## src/rtl/sa3_job_scheduler_if.sv

```systemverilog
// sa3_job_scheduler_if: bundle of every signal between the job scheduler, its two
// requesters and the shared 3x3 systolic array.
//   Requester side : req0/req1, data0/data1 (4x4 bytes), filt0/filt1 (3x3 bytes),
//                    gnt0/gnt1, done0/done1, result (2x2 bytes), err
//   Array side     : sa_active, sa_a, sa_b (driven by the scheduler), sa_done, sa_c
// Modports:
//   master : the scheduler's view (drives grants, completions and the array inputs)
//   slave  : the environment's view (requesters plus the array)
interface sa3_job_scheduler_if;
    logic         req0;
    logic         req1;
    logic [127:0] data0;
    logic [127:0] data1;
    logic [71:0]  filt0;
    logic [71:0]  filt1;
    logic         gnt0;
    logic         gnt1;
    logic         done0;
    logic         done1;
    logic [31:0]  result;
    logic         err;
    logic         sa_active;
    logic [127:0] sa_a;
    logic [71:0]  sa_b;
    logic         sa_done;
    logic [31:0]  sa_c;

    modport master (
        input  req0, req1, data0, data1, filt0, filt1, sa_done, sa_c,
        output gnt0, gnt1, done0, done1, result, err, sa_active, sa_a, sa_b
    );

    modport slave (
        output req0, req1, data0, data1, filt0, filt1, sa_done, sa_c,
        input  gnt0, gnt1, done0, done1, result, err, sa_active, sa_a, sa_b
    );
endinterface

```

## src/rtl/sa3_job_scheduler.sv

```systemverilog
// sa3_job_scheduler: two-requester round-robin scheduler for the shared 3x3 systolic array.
// A winning requester's data/filter are latched onto the array inputs for one run; the
// 2x2 result is returned as the per-byte difference between the array outputs at done
// and a snapshot taken at grant, because the array accumulators are never cleared.
// Ports:
//   clk  : clock, rising edge
//   rst  : synchronous active-high reset (the array shares it)
//   bus  : sa3_job_scheduler_if.master (requester handshake and array drive)
// Parameters:
//   WDOG_CYCLES : run-length limit, only used when the watchdog is compiled in
// Build option:
//   SA3_SCHED_WDOG_EN : when defined, a run that lasts WDOG_CYCLES cycles without sa_done
//                       is aborted with err = 1 and result = 0.
module sa3_job_scheduler #(
    parameter int unsigned WDOG_CYCLES = 32
) (
    input  logic                       clk,
    input  logic                       rst,
    sa3_job_scheduler_if.master        bus
);

    typedef enum logic {StIdle, StRun} state_e;

    state_e       state_q, state_d;
    logic         ptr_q, ptr_d;       // last-served requester; 1 after reset so req0 wins a tie
    logic         win_q, win_d;       // requester owning the current run
    logic [127:0] a_q, a_d;
    logic [71:0]  b_q, b_d;
    logic [31:0]  base_q, base_d;
    logic [31:0]  result_q, result_d;
    logic         gnt0_q, gnt0_d;
    logic         gnt1_q, gnt1_d;
    logic         done0_q, done0_d;
    logic         done1_q, done1_d;
    logic         active_q, active_d;
    logic         err_q, err_d;

    logic         any_req;
    logic         pick1;
    logic [31:0]  diff;
    logic         wdog_hit;

    assign any_req = bus.req0 | bus.req1;
    // Requester 1 wins when alone, or on a tie when requester 0 was served last.
    assign pick1   = bus.req1 & (~bus.req0 | ~ptr_q);

    // Each result byte wraps on its own; no borrow crosses byte lanes.
    always_comb begin
        diff = '0;
        for (int i = 0; i < 4; i++) begin
            diff[8*i +: 8] = bus.sa_c[8*i +: 8] - base_q[8*i +: 8];
        end
    end

`ifdef SA3_SCHED_WDOG_EN
    localparam int unsigned WdogW = $clog2(WDOG_CYCLES + 1);

    logic [WdogW-1:0] wcnt_q, wcnt_d;

    // Counter holds k in the k-th cycle after grant; the abort edge is the one that
    // would take it to WDOG_CYCLES.
    assign wdog_hit = (state_q == StRun) && !bus.sa_done &&
                      (wcnt_q == WdogW'(WDOG_CYCLES - 1));

    always_comb begin
        wcnt_d = wcnt_q;
        if (state_q == StIdle) begin
            if (any_req) begin
                wcnt_d = '0;
            end
        end else begin
            wcnt_d = wcnt_q + 1'b1;
        end
    end

    always_ff @(posedge clk) begin
        if (rst) begin
            wcnt_q <= '0;
        end else begin
            wcnt_q <= wcnt_d;
        end
    end
`else
    assign wdog_hit = 1'b0;
`endif

    // State register (plus the registered datapath and outputs).
    always_ff @(posedge clk) begin
        if (rst) begin
            state_q  <= StIdle;
            ptr_q    <= 1'b1;
            win_q    <= 1'b0;
            a_q      <= '0;
            b_q      <= '0;
            base_q   <= '0;
            result_q <= '0;
            gnt0_q   <= 1'b0;
            gnt1_q   <= 1'b0;
            done0_q  <= 1'b0;
            done1_q  <= 1'b0;
            active_q <= 1'b0;
            err_q    <= 1'b0;
        end else begin
            state_q  <= state_d;
            ptr_q    <= ptr_d;
            win_q    <= win_d;
            a_q      <= a_d;
            b_q      <= b_d;
            base_q   <= base_d;
            result_q <= result_d;
            gnt0_q   <= gnt0_d;
            gnt1_q   <= gnt1_d;
            done0_q  <= done0_d;
            done1_q  <= done1_d;
            active_q <= active_d;
            err_q    <= err_d;
        end
    end

    // Next-state logic.
    always_comb begin
        state_d = state_q;
        unique case (state_q)
            StIdle: if (any_req) state_d = StRun;
            StRun:  if (bus.sa_done || wdog_hit) state_d = StIdle;
            default: state_d = StIdle;
        endcase
    end

    // Output / datapath next values.
    always_comb begin
        ptr_d    = ptr_q;
        win_d    = win_q;
        a_d      = a_q;
        b_d      = b_q;
        base_d   = base_q;
        result_d = result_q;
        gnt0_d   = 1'b0;
        gnt1_d   = 1'b0;
        done0_d  = 1'b0;
        done1_d  = 1'b0;
        active_d = active_q;
        err_d    = err_q;
        unique case (state_q)
            StIdle: begin
                // sa_done seen here is a stale strobe and is ignored.
                if (any_req) begin
                    win_d    = pick1;
                    a_d      = pick1 ? bus.data1 : bus.data0;
                    b_d      = pick1 ? bus.filt1 : bus.filt0;
                    base_d   = bus.sa_c;
                    gnt0_d   = ~pick1;
                    gnt1_d   = pick1;
                    active_d = 1'b1;
                    err_d    = 1'b0;
                end
            end
            StRun: begin
                if (bus.sa_done) begin
                    result_d = diff;
                    done0_d  = ~win_q;
                    done1_d  = win_q;
                    active_d = 1'b0;
                    ptr_d    = win_q;
                end else if (wdog_hit) begin
                    result_d = '0;
                    err_d    = 1'b1;
                    done0_d  = ~win_q;
                    done1_d  = win_q;
                    active_d = 1'b0;
                    ptr_d    = win_q;
                end
            end
            default: ;
        endcase
    end

    assign bus.gnt0      = gnt0_q;
    assign bus.gnt1      = gnt1_q;
    assign bus.done0     = done0_q;
    assign bus.done1     = done1_q;
    assign bus.result    = result_q;
    assign bus.err       = err_q;
    assign bus.sa_active = active_q;
    assign bus.sa_a      = a_q;
    assign bus.sa_b      = b_q;

endmodule

```

## src/flat_wrapper.sv

```systemverilog
// flat-port wrapper written by rule: the top's interface ports become plain ports
module sa3_job_scheduler_flat 
#(
    parameter int unsigned WDOG_CYCLES = 32
)
  (clk, rst, bus_req0, bus_req1, bus_data0, bus_data1, bus_filt0, bus_filt1, bus_sa_done, bus_sa_c, bus_gnt0, bus_gnt1, bus_done0, bus_done1, bus_result, bus_err, bus_sa_active, bus_sa_a, bus_sa_b);
  sa3_job_scheduler_if bus_i ();
  input  logic clk;
  input  logic rst;
  input wire logic [$bits(bus_i.req0)-1:0] bus_req0;
  input wire logic [$bits(bus_i.req1)-1:0] bus_req1;
  input wire logic [$bits(bus_i.data0)-1:0] bus_data0;
  input wire logic [$bits(bus_i.data1)-1:0] bus_data1;
  input wire logic [$bits(bus_i.filt0)-1:0] bus_filt0;
  input wire logic [$bits(bus_i.filt1)-1:0] bus_filt1;
  input wire logic [$bits(bus_i.sa_done)-1:0] bus_sa_done;
  input wire logic [$bits(bus_i.sa_c)-1:0] bus_sa_c;
  output wire logic [$bits(bus_i.gnt0)-1:0] bus_gnt0;
  output wire logic [$bits(bus_i.gnt1)-1:0] bus_gnt1;
  output wire logic [$bits(bus_i.done0)-1:0] bus_done0;
  output wire logic [$bits(bus_i.done1)-1:0] bus_done1;
  output wire logic [$bits(bus_i.result)-1:0] bus_result;
  output wire logic [$bits(bus_i.err)-1:0] bus_err;
  output wire logic [$bits(bus_i.sa_active)-1:0] bus_sa_active;
  output wire logic [$bits(bus_i.sa_a)-1:0] bus_sa_a;
  output wire logic [$bits(bus_i.sa_b)-1:0] bus_sa_b;
  assign bus_i.req0 = bus_req0;
  assign bus_i.req1 = bus_req1;
  assign bus_i.data0 = bus_data0;
  assign bus_i.data1 = bus_data1;
  assign bus_i.filt0 = bus_filt0;
  assign bus_i.filt1 = bus_filt1;
  assign bus_i.sa_done = bus_sa_done;
  assign bus_i.sa_c = bus_sa_c;
  assign bus_gnt0 = bus_i.gnt0;
  assign bus_gnt1 = bus_i.gnt1;
  assign bus_done0 = bus_i.done0;
  assign bus_done1 = bus_i.done1;
  assign bus_result = bus_i.result;
  assign bus_err = bus_i.err;
  assign bus_sa_active = bus_i.sa_active;
  assign bus_sa_a = bus_i.sa_a;
  assign bus_sa_b = bus_i.sa_b;
  sa3_job_scheduler #(.WDOG_CYCLES(WDOG_CYCLES)) u_core (.clk(clk), .rst(rst), .bus(bus_i));
endmodule
```

## config.mk

```make
export PLATFORM = sky130hd
export DESIGN_NAME = sa3_job_scheduler_flat
export DESIGN_NICKNAME = d
export VERILOG_FILES = /design/src/rtl/sa3_job_scheduler_if.sv /design/src/rtl/sa3_job_scheduler.sv /design/src/flat_wrapper.sv
export SDC_FILE = /design/constraint.sdc
export NUM_CORES = 1
export LEC_CHECK = 0
export ABC_CLOCK_PERIOD_IN_PS = 2400
export BUFFER_PORTS_ARGS = -buffer_cell sky130_fd_sc_hd__clkbuf_2
export CORE_AREA = 2 2 263 265
export DETAILED_ROUTE_END_ITERATION = 16
export DIE_AREA = 0 0 265 267
export PLACE_DENSITY = 0.35
export SLEW_MARGIN = 30
export SYNTH_ARGS = -nofsm -noshare
export SYNTH_HDL_FRONTEND = slang
export SYNTH_SLANG_ARGS = --single-unit
```

## constraint.sdc

```tcl
create_clock -name clk -period 2.4 [get_ports clk]
set_clock_uncertainty 0.15 [all_clocks]
set_input_delay 0.24 -clock clk [delete_from_list [all_inputs] [get_ports clk]]
set_output_delay 0.24 -clock clk [all_outputs]
set_load 0.1 [all_outputs]
```

==> metrics.cfg, run 1 <==
[status]
outcome=finished, final reports clean

[global_routing]
grt_pass1_vias=13262
overflow=0
grt.total_usage=0.137
grt_max_degree=54
grt_pass1_wl_um=75600
antenna_found_initial=2

[power]
p_total_mw=15.5
sw_frac_of_total=0.380
power_density_mw_per_mm2=719
switching_power_mw=5.90
sequentialPowerShare=0.328
p_int_mw=9.62
ir_drop_mv=0.398
combPwrFrac=0.346
p_leak_nw=9.86
pwr-share-clk=0.326

[critical_path]
worstRegToRegCells=7
r2r_end=u_core.bus.sa_a[19]
critical_path_class=in -> reg
cp_max_fo=22
critPathBufInv=6
startpoint_type=primary input
timing.reg2reg.setup_slack_ns=0.12
r2r-start=u_core.ptr_q
cp_top_family=buffers and inverters
cp.arrival_ns=2.64
crit_required_ns=2.65
cpMaxStageDelayCell=dlygate4sd3_1
critical_path.max_stage_delay_ns=0.59
worst_setup_path_end_kind=register
cp_cell_sequence=dlygate4sd3_1 > clkbuf_2 > a21boi_4 > buf_4 > buf_12 > buf_4 > mux2i_2 > dlygate4sd3_1 > o21ai_0

[clocking]
cts_tree=done
clockBufferDepth=3
cts_sinks=272
clk_pin_slew_ns=0.06
cts_made_buffers=35
clockRootBuffer=clkbuf_16
htree_levels=2
worstSkewPairLatency_ns=0.52

[detailed_routing]
drtIter0Drc=320
first_pass_iters=4
wl_um=52500
postRouteAntennaNets=0
drc=0
vias=12909
post_drt_wl_per_cell_um=16.2
viasPerCell=3.98

[synth]
synth_xor_area_frac=0.0160
synth_simple_gate_area_share=0.0882
netlist_top_cells_area=dfxtp_1, mux2i_1, nand2_1
synth_top_cell_area_share=0.473
syn_area_per_cell_um2=9.44
async_flop_share=0
synth_edf_count=0
synth_ff_type=dfxtp_1
synth_largest_area_cell=dfxtp_1
synth_top_family_by_area=multiplexers
synthAdderAreaFrac=0.0374
yosysWarnings=0
yosysSeqAreaShare=0.473
synthesis.nets=1689
ys_ff_latch=272
postSynthCellCount=1220
ys_types=35
synth_compound_area_frac=0.161
netlist_area_mm2=0.0115
synth_mux_area_frac=0.174

[sta]
tightestPinTransition_ns=0.660
rsz0062_at_grt=yes
relSlewSlack=0.562
whs_ns=0.0749
period_minus_slack_ns=2.38
finalWorstSetupSlack_ns=0.0192
setup_violations=0
finalCritPeriodShare=0.992
hold_viol=0
slew_violations=0
fmax_ghz=0.420

[cells_and_area]
drive_gt1_frac=0.331
nets=2810
postLayoutCoreUtil=0.318
nFillCells=7123
areaGrowthSynthToFinish_pct=87.5
final_cells=3240

[place]
pre_cts_ws_ns=0.181
dp_cells=2746
port_buffers=673
dp_hpwl_um=38300
place_congestion=0.803

[floorplanning]
start_util=0.169
die_h_um=267
rows=96
die_x_um=265
die_area_mm2=0.0708
ios=675
core_area_mm2=0.0680

[min_path]
hold_depth=3
hold_class=in -> reg
min_to=u_core.base_q[11]
min_from=rst

[job]
drv_cap=0

[cells in the mapped netlist, types with 4 or more instances]
library cell    n
nand2_1       230
mux2i_1       200
o21bai_1        7
dfxtp_1       272
a21oi_1        14
o21ai_1       149
o21a_1          7
a22o_1         36
o21ai_0        86
ha_1           28
clkbuf_1       19
xor2_1          9
nor2_1         10
o31a_1          4
or3_1           5
inv_1          35
xnor2_1        12
buf_2          48
buf_6          12
a21o_1          4
fa_1            4
a221oi_1        4
a32o_1          4
[cells by family (layout without fill, tap and decap cells)]
kind of cell | Yosys count | count (layout)
mux | 200 | 200
simple gates | 259 | 259
flops | 272 | 272
other cells | 1 | 3
fa+ha+maj | 32 | 32
compound gates | 320 | 320
xor+xnor | 21 | 21
buf+inv | 115 | 1251
[state kept, by name, indices dropped and copies added, names as in the netlist]
signal / cells
u_core.bus.sa_a: 128
u_core.bus.sa_b: 72
u_core.base_q: 32
u_core.bus.result: 32
u_core.bus.done0: 1
u_core.bus.done1: 1
u_core.bus.gnt0: 1
u_core.bus.gnt1: 1
u_core.bus.sa_active: 1
u_core.ptr_q: 1
u_core.state_q: 1
u_core.win_q: 1
[power by group through the flow]
stage	Sequential (mW)	Combinational (mW)	Clock [mW]
floorplan	7.58	1.05	0
global route	5.15	5.64	5.47
CTS	5.10	5.38	5.32
finish	5.10	5.37	5.06
global placement	5.18	4.69	0
detailed placement	5.19	4.69	0
[how the worst max path moves through the flow]
stage	end	from	slack (ns)	cells past startpoint
4_1_cts	u_core.bus.sa_a[117]	bus_req1	0.01	8
3_3_place_gp	u_core.bus.result[22]	bus_sa_c[16]	0.20	9
2_1_floorplan	u_core.bus.result[5]	u_core.base_q[1]	0.44	7
5_1_grt	u_core.bus.sa_a[73]	bus_req1	-0.05	9
3_5_place_dp	u_core.bus.result[22]	bus_sa_c[16]	0.18	9
6_report	u_core.bus.sa_a[19]	bus_req1	0.02	9
[cell type report]
type / instances / area (um2) / area share
clock buffers: 48 / 997 / 0.0462
diodes: 2 / 5.00 / 0.000232
well taps: 882 / 1100 / 0.0511
inverters: 35 / 131 / 0.00608
clock inverters: 4 / 70.1 / 0.00324
flip-flops and latches: 272 / 5450 / 0.252
multi-input cells: 833 / 5520 / 0.255
repair buffers: 1164 / 8330 / 0.386
[worst register-to-register path, cell delays in order (launching register included)]
cell and delay (ns):
dfxtp_1 0.33, a21boi_4 0.19, buf_4 0.15, buf_12 0.17
buf_4 0.27, mux2i_2 0.23, dlygate4sd3_1 0.59, o21ai_0 0.08
[cells in the final DEF, fill, tap and decap left out, types with 28 or more instances in the layout]
| master | n |
|---|---|
| dfxtp_1 | 272 |
| ha_1 | 28 |
| o21ai_1 | 149 |
| o21ai_0 | 86 |
| clkbuf_2 | 673 |
| inv_1 | 35 |
| nand2_1 | 230 |
| a22o_1 | 36 |
| mux2i_1 | 199 |
| dlygate4sd3_1 | 436 |
| clkbuf_16 | 39 |
| buf_4 | 41 |
[per-stage QoR]
step,TNS (ns),cell area (um2)
finish,0,21600
global route,-0.262,21600
CTS,0,21500
detailed placement,0,16100
global placement,0,16100
floorplan,0,11500
[layer usage]
| layer | vias up | GRT usage | wire, um |
|---|---|---|---|
| met5 | - | 0 | 0 |
| li1 | 6473 | - | - |
| met3 | 85 | 0.0371 | 3490 |
| met1 | 5926 | 0.155 | 21200 |
| met4 | 0 | 0.0501 | 1680 |
| met2 | 425 | 0.247 | 26100 |
[what timing repair did]
| action | 4_1_cts | 5_1_grt |
|---|---|---|
| resized for setup | 0 | 5 |
| hold buffers | 436 | 0 |
| setup endpoints to repair | 0 | 69 |
| buffers inserted | 0 | 2 |
| hold endpoints to repair | 247 | 0 |
Note: power is estimated with default switching activity, not from simulation.
==> run 2, diff against run 1 <==
--- a/config.mk
+++ b/config.mk
@@ -11,6 +11,8 @@
 export DETAILED_ROUTE_END_ITERATION = 16
 export DIE_AREA = 0 0 265 267
 export PLACE_DENSITY = 0.35
+export REMOVE_ABC_BUFFERS = 1
+export SETUP_SLACK_MARGIN = 0.3
 export SLEW_MARGIN = 30
 export SYNTH_ARGS = -nofsm -noshare
 export SYNTH_HDL_FRONTEND = slang
==> run 2 against run 1 <==
Against the previous run: clock-buffer cell count is 6 higher; utilization is 0.35 points higher; clock power is 3% higher; setup slack better by 0.25 ns; first-iteration DRC count is 13% higher; power is 0.70% higher; largest power group unchanged.
==> metrics.cfg, run 2 (synthesis results as in run 1) <==
[global_routing]
overflow=0  ; unchanged
antenna_found_initial=1  ; -1
grt_pass1_vias=13558  ; +2.2%
grt_pass1_wl_um=77600  ; +2.5%
grt.total_usage=0.142  ; +0.00495
grt_max_degree=66  ; +22%

[clocking]
worstSkewPairLatency_ns=0.53  ; about the same
cts_made_buffers=36  ; +2.9%
cts_sinks=272  ; unchanged
clockRootBuffer=clkbuf_16
clockBufferDepth=3  ; unchanged
htree_levels=2  ; unchanged
cts_tree=done
clk_pin_slew_ns=0.06  ; about the same

[cells_and_area]
antennaDiodeCount=0  ; -2
final_common_cell=clkbuf_2
areaGrowthSynthToFinish_pct=89.6
nFillCells=7122  ; -0.014%
nets=2813  ; +0.11%
design_area_mm2=0.0218  ; +1.1%
final_cell_mix=clkbuf_2, dlygate4sd3_1, dfxtp_1, nand2_1, mux2i_1
largest_reg_flops=128  ; unchanged
drive_gt1_frac=0.343  ; +0.0120

[status]
outcome=finished, final reports clean

[min_path]
min_to=u_core.bus.sa_b[54]
hold_depth=4  ; +1
hold_class=in -> reg
min_from=bus_filt0[54]

[power]
p_int_mw=9.61  ; -0.17%
p_leak_nw=9.93  ; +0.68%
ir_drop_mv=0.358  ; -10%
switching_power_mw=6.02  ; +2.1%
power_density_mw_per_mm2=716  ; -0.39%
sequentialPowerShare=0.326  ; -0.002
pwr-share-clk=0.333  ; +0.007
combPwrFrac=0.340  ; -0.006
p_total_mw=15.6  ; +0.70%
sw_frac_of_total=0.385  ; +0.00535

[detailed_routing]
postRouteAntennaNets=0  ; unchanged
first_pass_iters=4  ; unchanged
vias=12978  ; +0.53%
post_drt_wl_per_cell_um=16.6  ; +2.6%
drtIter0Drc=361  ; +13%
drc=0  ; unchanged
viasPerCell=3.99  ; +0.26%
wl_um=54000  ; +2.9%

[critical_path]
crit_required_ns=2.67  ; +0.02 ns
critical_path_class=in -> reg
cp_max_fo=3  ; -86%
cp.arrival_ns=2.40  ; -0.24 ns
worst_setup_path_end_kind=register
r2r_end=u_core.bus.result[29]
startpoint_type=primary input
timing.reg2reg.setup_slack_ns=0.31  ; +0.19 ns
worstRegToRegCells=7  ; unchanged
r2r-start=u_core.base_q[25]

[place]
post_dp_cell_area_mm2=0.0161  ; about the same
place_congestion=0.794  ; -1.1%
pre_cts_ws_ns=0.233  ; +0.0516 ns
port_buffers=673  ; unchanged
dp_hpwl_um=38400  ; +0.39%

[sta]
tightestPinTransition_ns=0.872  ; +0.212 ns
fmax_ghz=0.470  ; +12%
setup_violations=0  ; unchanged
period_minus_slack_ns=2.13  ; -0.253 ns
hold_viol=0  ; unchanged
slew_violations=0  ; unchanged
relSlewSlack=0.415  ; -0.147
finalWorstSetupSlack_ns=0.272  ; +0.253 ns
rsz0062_at_grt=yes
tns_ns=0  ; unchanged
finalCritPeriodShare=0.886  ; -0.105

[job]
drv_cap=0  ; unchanged

[floorplanning]
die_h_um=267  ; unchanged
ios=675  ; unchanged
core_area_mm2=0.0680  ; unchanged
start_util=0.169  ; unchanged
die_area_mm2=0.0708  ; unchanged
die_x_um=265  ; unchanged
rows=96  ; unchanged

==> run 2: power by group through the flow <==
stage | Combinational, mW | Clock, mW | Sequential [mW]
6_report | 5.32 | 5.21 | 5.10
3_3_place_gp | 4.69 | 0 | 5.18
2_1_floorplan | 1.16 | 0 | 7.58
4_1_cts | 5.27 | 5.47 | 5.10
3_5_place_dp | 4.69 | 0 | 5.19
5_1_grt | 5.59 | 5.62 | 5.15
==> run 2: timing repair <==
item / CTS / global route
resized for setup: 1 / 37
cloned: 0 / 2
pin swaps: 0 / 21
endpoints found under the hold margin: 245 / 1
buffers inserted: 0 / 12
setup endpoints to repair: 1 / 11
hold buffers: 434 / 1
==> run 2: area by class of cell <==
cell class                 count  area (um2)  area share
inverter                      35         131     0.00602
clock inverter                 7        76.3     0.00350
clock buffer                  54        1050      0.0481
multi-input combinational    833        5640       0.258
tap                          882        1100      0.0505
timing repair buffer        1166        8390       0.384
sequential                   272        5450       0.250
==> run 2: per-stage QoR <==
| stage | utilization | hold slack (ns) | std cells |
|---|---|---|---|
| 3_5_place_dp | 0.236 | 0.290 | 2739 |
| 3_3_place_gp | 0.236 | 0.286 | 2739 |
| 5_1_grt | 0.321 | 0.105 | 3249 |
| 2_1_floorplan | - | 0.216 | 1140 |
| 4_1_cts | 0.317 | 0.0589 | 3234 |
| 6_report | 0.321 | 0.0630 | 3249 |
==> run 2: worst max-delay path, stage by stage <==
cell	delay, ns
dlygate4sd3_1	0.56
buf_6	0.13
ha_4	0.22
nor2b_4	0.12
o31a_1	0.33
o21a_1	0.20
or3_1	0.34
a32o_1	0.26
==> run 2: layer usage <==
layer  track usage  vias up  share of wire
li1              -     6483              -
met4        0.0788        2          0.051
met1         0.153     5898           0.38
met2         0.248      451           0.50
met3        0.0452      144          0.067
met5             0        -        0.00019
==> run 2: worst max-delay path by stage <==
stage	start	to	slack [ns]
6_report	bus_sa_c[25]	u_core.bus.result[29]	0.27
5_1_grt	u_core.base_q[1]	u_core.bus.result[5]	0.24
4_1_cts	bus_sa_c[8]	u_core.bus.result[14]	0.31
3_5_place_dp	bus_sa_c[16]	u_core.bus.result[22]	0.23
3_3_place_gp	bus_sa_c[16]	u_core.bus.result[22]	0.24
2_1_floorplan	u_core.ptr_q	u_core.bus.sa_a[0]	-6.96
==> run 3, diff against run 2 <==
--- a/config.mk
+++ b/config.mk
@@ -11,7 +11,6 @@
 export DETAILED_ROUTE_END_ITERATION = 16
 export DIE_AREA = 0 0 265 267
 export PLACE_DENSITY = 0.35
-export REMOVE_ABC_BUFFERS = 1
 export SETUP_SLACK_MARGIN = 0.3
 export SLEW_MARGIN = 30
 export SYNTH_ARGS = -nofsm -noshare
==> run 3 against run 2 <==
Against the previous run: final cell count down 0.28%; via count up 0.12%; clock power shrank 3%; maximum frequency increased by 0.46%; flip-flop and latch count stayed put; utilization down 0.23 points; setup slack improved by 0.0097 ns; power shrank 1.1%; final area is 0.70% lower; register-to-register slack hardly changed; clock-buffer cell count fell by 6; worst hold slack got worse by 0.054 ns; largest cell class unchanged; largest power group unchanged; highest routed layer is now met4.
==> metrics.cfg, run 3 (synthesis results as in run 1) <==
[critical_path]
cp.arrival_ns=2.39  ; about the same
worstRegToRegCells=7  ; unchanged
startpoint_type=primary input
critical_path_class=in -> reg
worst_setup_path_end_kind=register
crit_required_ns=2.67  ; about the same
cp_max_fo=3  ; unchanged

[cells_and_area]
antennaDiodeCount=0  ; unchanged
largest_reg_flops=128  ; unchanged
areaGrowthSynthToFinish_pct=88.3
design_area_mm2=0.0217  ; -0.70%
final_cells=3240  ; -0.28%
final_cell_mix=clkbuf_2, dlygate4sd3_1, dfxtp_1, nand2_1, mux2i_1
nFillCells=7040  ; -1.2%
nets=2812  ; -0.036%
final_common_cell=clkbuf_2
drive_gt1_frac=0.339  ; -0.00378

[detailed_routing]
vias=12993  ; +0.12%
postRouteAntennaNets=0  ; unchanged
first_pass_iters=4  ; unchanged
viasPerCell=4.01  ; +0.39%
post_drt_wl_per_cell_um=16.6  ; about the same
wl_um=53800  ; -0.29%
drc=0  ; unchanged
drtIter0Drc=337  ; -6.6%

[clocking]
cts_tree=done
worstSkewPairLatency_ns=0.53  ; about the same
clk_pin_slew_ns=0.06  ; about the same
cts_sinks=272  ; unchanged
clockRootBuffer=clkbuf_16
clockBufferDepth=3  ; unchanged
htree_levels=2  ; unchanged
cts_made_buffers=35  ; -2.8%

[sta]
finalCritPeriodShare=0.882  ; -0.00405
relSlewSlack=0.564  ; +0.149
rsz0062_at_grt=yes
tightestPinTransition_ns=0.657  ; -0.216 ns
period_minus_slack_ns=2.12  ; -0.00972 ns
fmax_ghz=0.472  ; +0.46%
setup_violations=0  ; unchanged
slew_violations=0  ; unchanged
finalWorstSetupSlack_ns=0.282  ; +0.00973 ns
hold_viol=0  ; unchanged
tns_ns=0  ; unchanged
whs_ns=0.00905  ; -0.0539 ns

[place]
place_congestion=0.803  ; +1.1%
pre_cts_ws_ns=0.181  ; -0.0516 ns
dp_cells=2746  ; +0.26%
port_buffers=673  ; unchanged
post_dp_cell_area_mm2=0.0161  ; about the same
dp_hpwl_um=38300  ; -0.39%

[floorplanning]
die_x_um=265  ; unchanged
die_h_um=267  ; unchanged
die_area_mm2=0.0708  ; unchanged
core_area_mm2=0.0680  ; unchanged
start_util=0.169  ; unchanged
ios=675  ; unchanged
rows=96  ; unchanged

[power]
ir_drop_mv=0.400  ; +12%
power_density_mw_per_mm2=713  ; -0.41%
p_leak_nw=9.89  ; -0.37%

[global_routing]
overflow=0  ; unchanged
grt_pass1_vias=13554  ; -0.030%
grt.total_usage=0.142  ; -0.000237
grt_max_degree=54  ; -18%
grt_pass1_wl_um=78300  ; +0.98%
antenna_found_initial=0  ; -1

[status]
outcome=finished, final reports clean

[min_path]
hold_class=in -> reg
hold_depth=3  ; -1

[job]
drv_cap=0  ; unchanged

[run 3: path summary, 6_finish.rpt]
path,start,to,slack [ns]
worst max-delay path,bus_sa_c[25],u_core.bus.result[29],0.28
worst min-delay path,bus_sa_c[9],u_core.base_q[9],0.009
worst max register to register,u_core.base_q[9],u_core.bus.result[13],0.31
worst min register to register,u_core.bus.sa_b[62],u_core.bus.sa_b[62],0.29
[run 3: critical path: stages]
cell	delay (ns)
dlygate4sd3_1	0.55
buf_6	0.13
ha_1	0.27
nor2b_2	0.15
o31a_1	0.33
o21a_1	0.20
or3_1	0.30
a32o_1	0.22
[run 3: area by class of cell]
cell class / instances / area (um2) / area share
Multi-Input combinational cell: 833 / 5580 / 0.258
Clock inverter: 4 / 70.1 / 0.00323
Sequential cell: 272 / 5450 / 0.251
Tap cell: 882 / 1100 / 0.0509
Inverter: 35 / 131 / 0.00606
Timing Repair Buffer: 1166 / 8350 / 0.385
Clock buffer: 48 / 997 / 0.0460
[run 3: repair_timing]
item / CTS / global route
resized for setup: 1 / 33
hold endpoints to repair: 247 / 0
hold buffers: 437 / 0
setup endpoints to repair: 1 / 12
cloned: 0 / 1
pin swaps: 0 / 11
setup buffers: 0 / 4
[run 3: metal layers]
metal / track usage / up-vias / wire length (um)
met1: 0.158 / 5891 / 21500
met4: 0.0673 / 0 / 2330
met2: 0.251 / 512 / 26300
met5: 0 / - / 0
met3: 0.0389 / 121 / 3720
li1: - / 6469 / -
[run 3: power breakdown]
group          switching [mW]  internal (mW)
registers               0.196           4.90
logic                    3.74           1.55
clock network            1.99           3.08
[run 3: stage by stage]
stage,util,total power [mW]
after detailed placement,0.237,9.88
after CTS,0.317,15.7
after floorplan,-,8.63
after global routing,0.319,16.2
after global placement,0.237,9.88
final,0.319,15.5
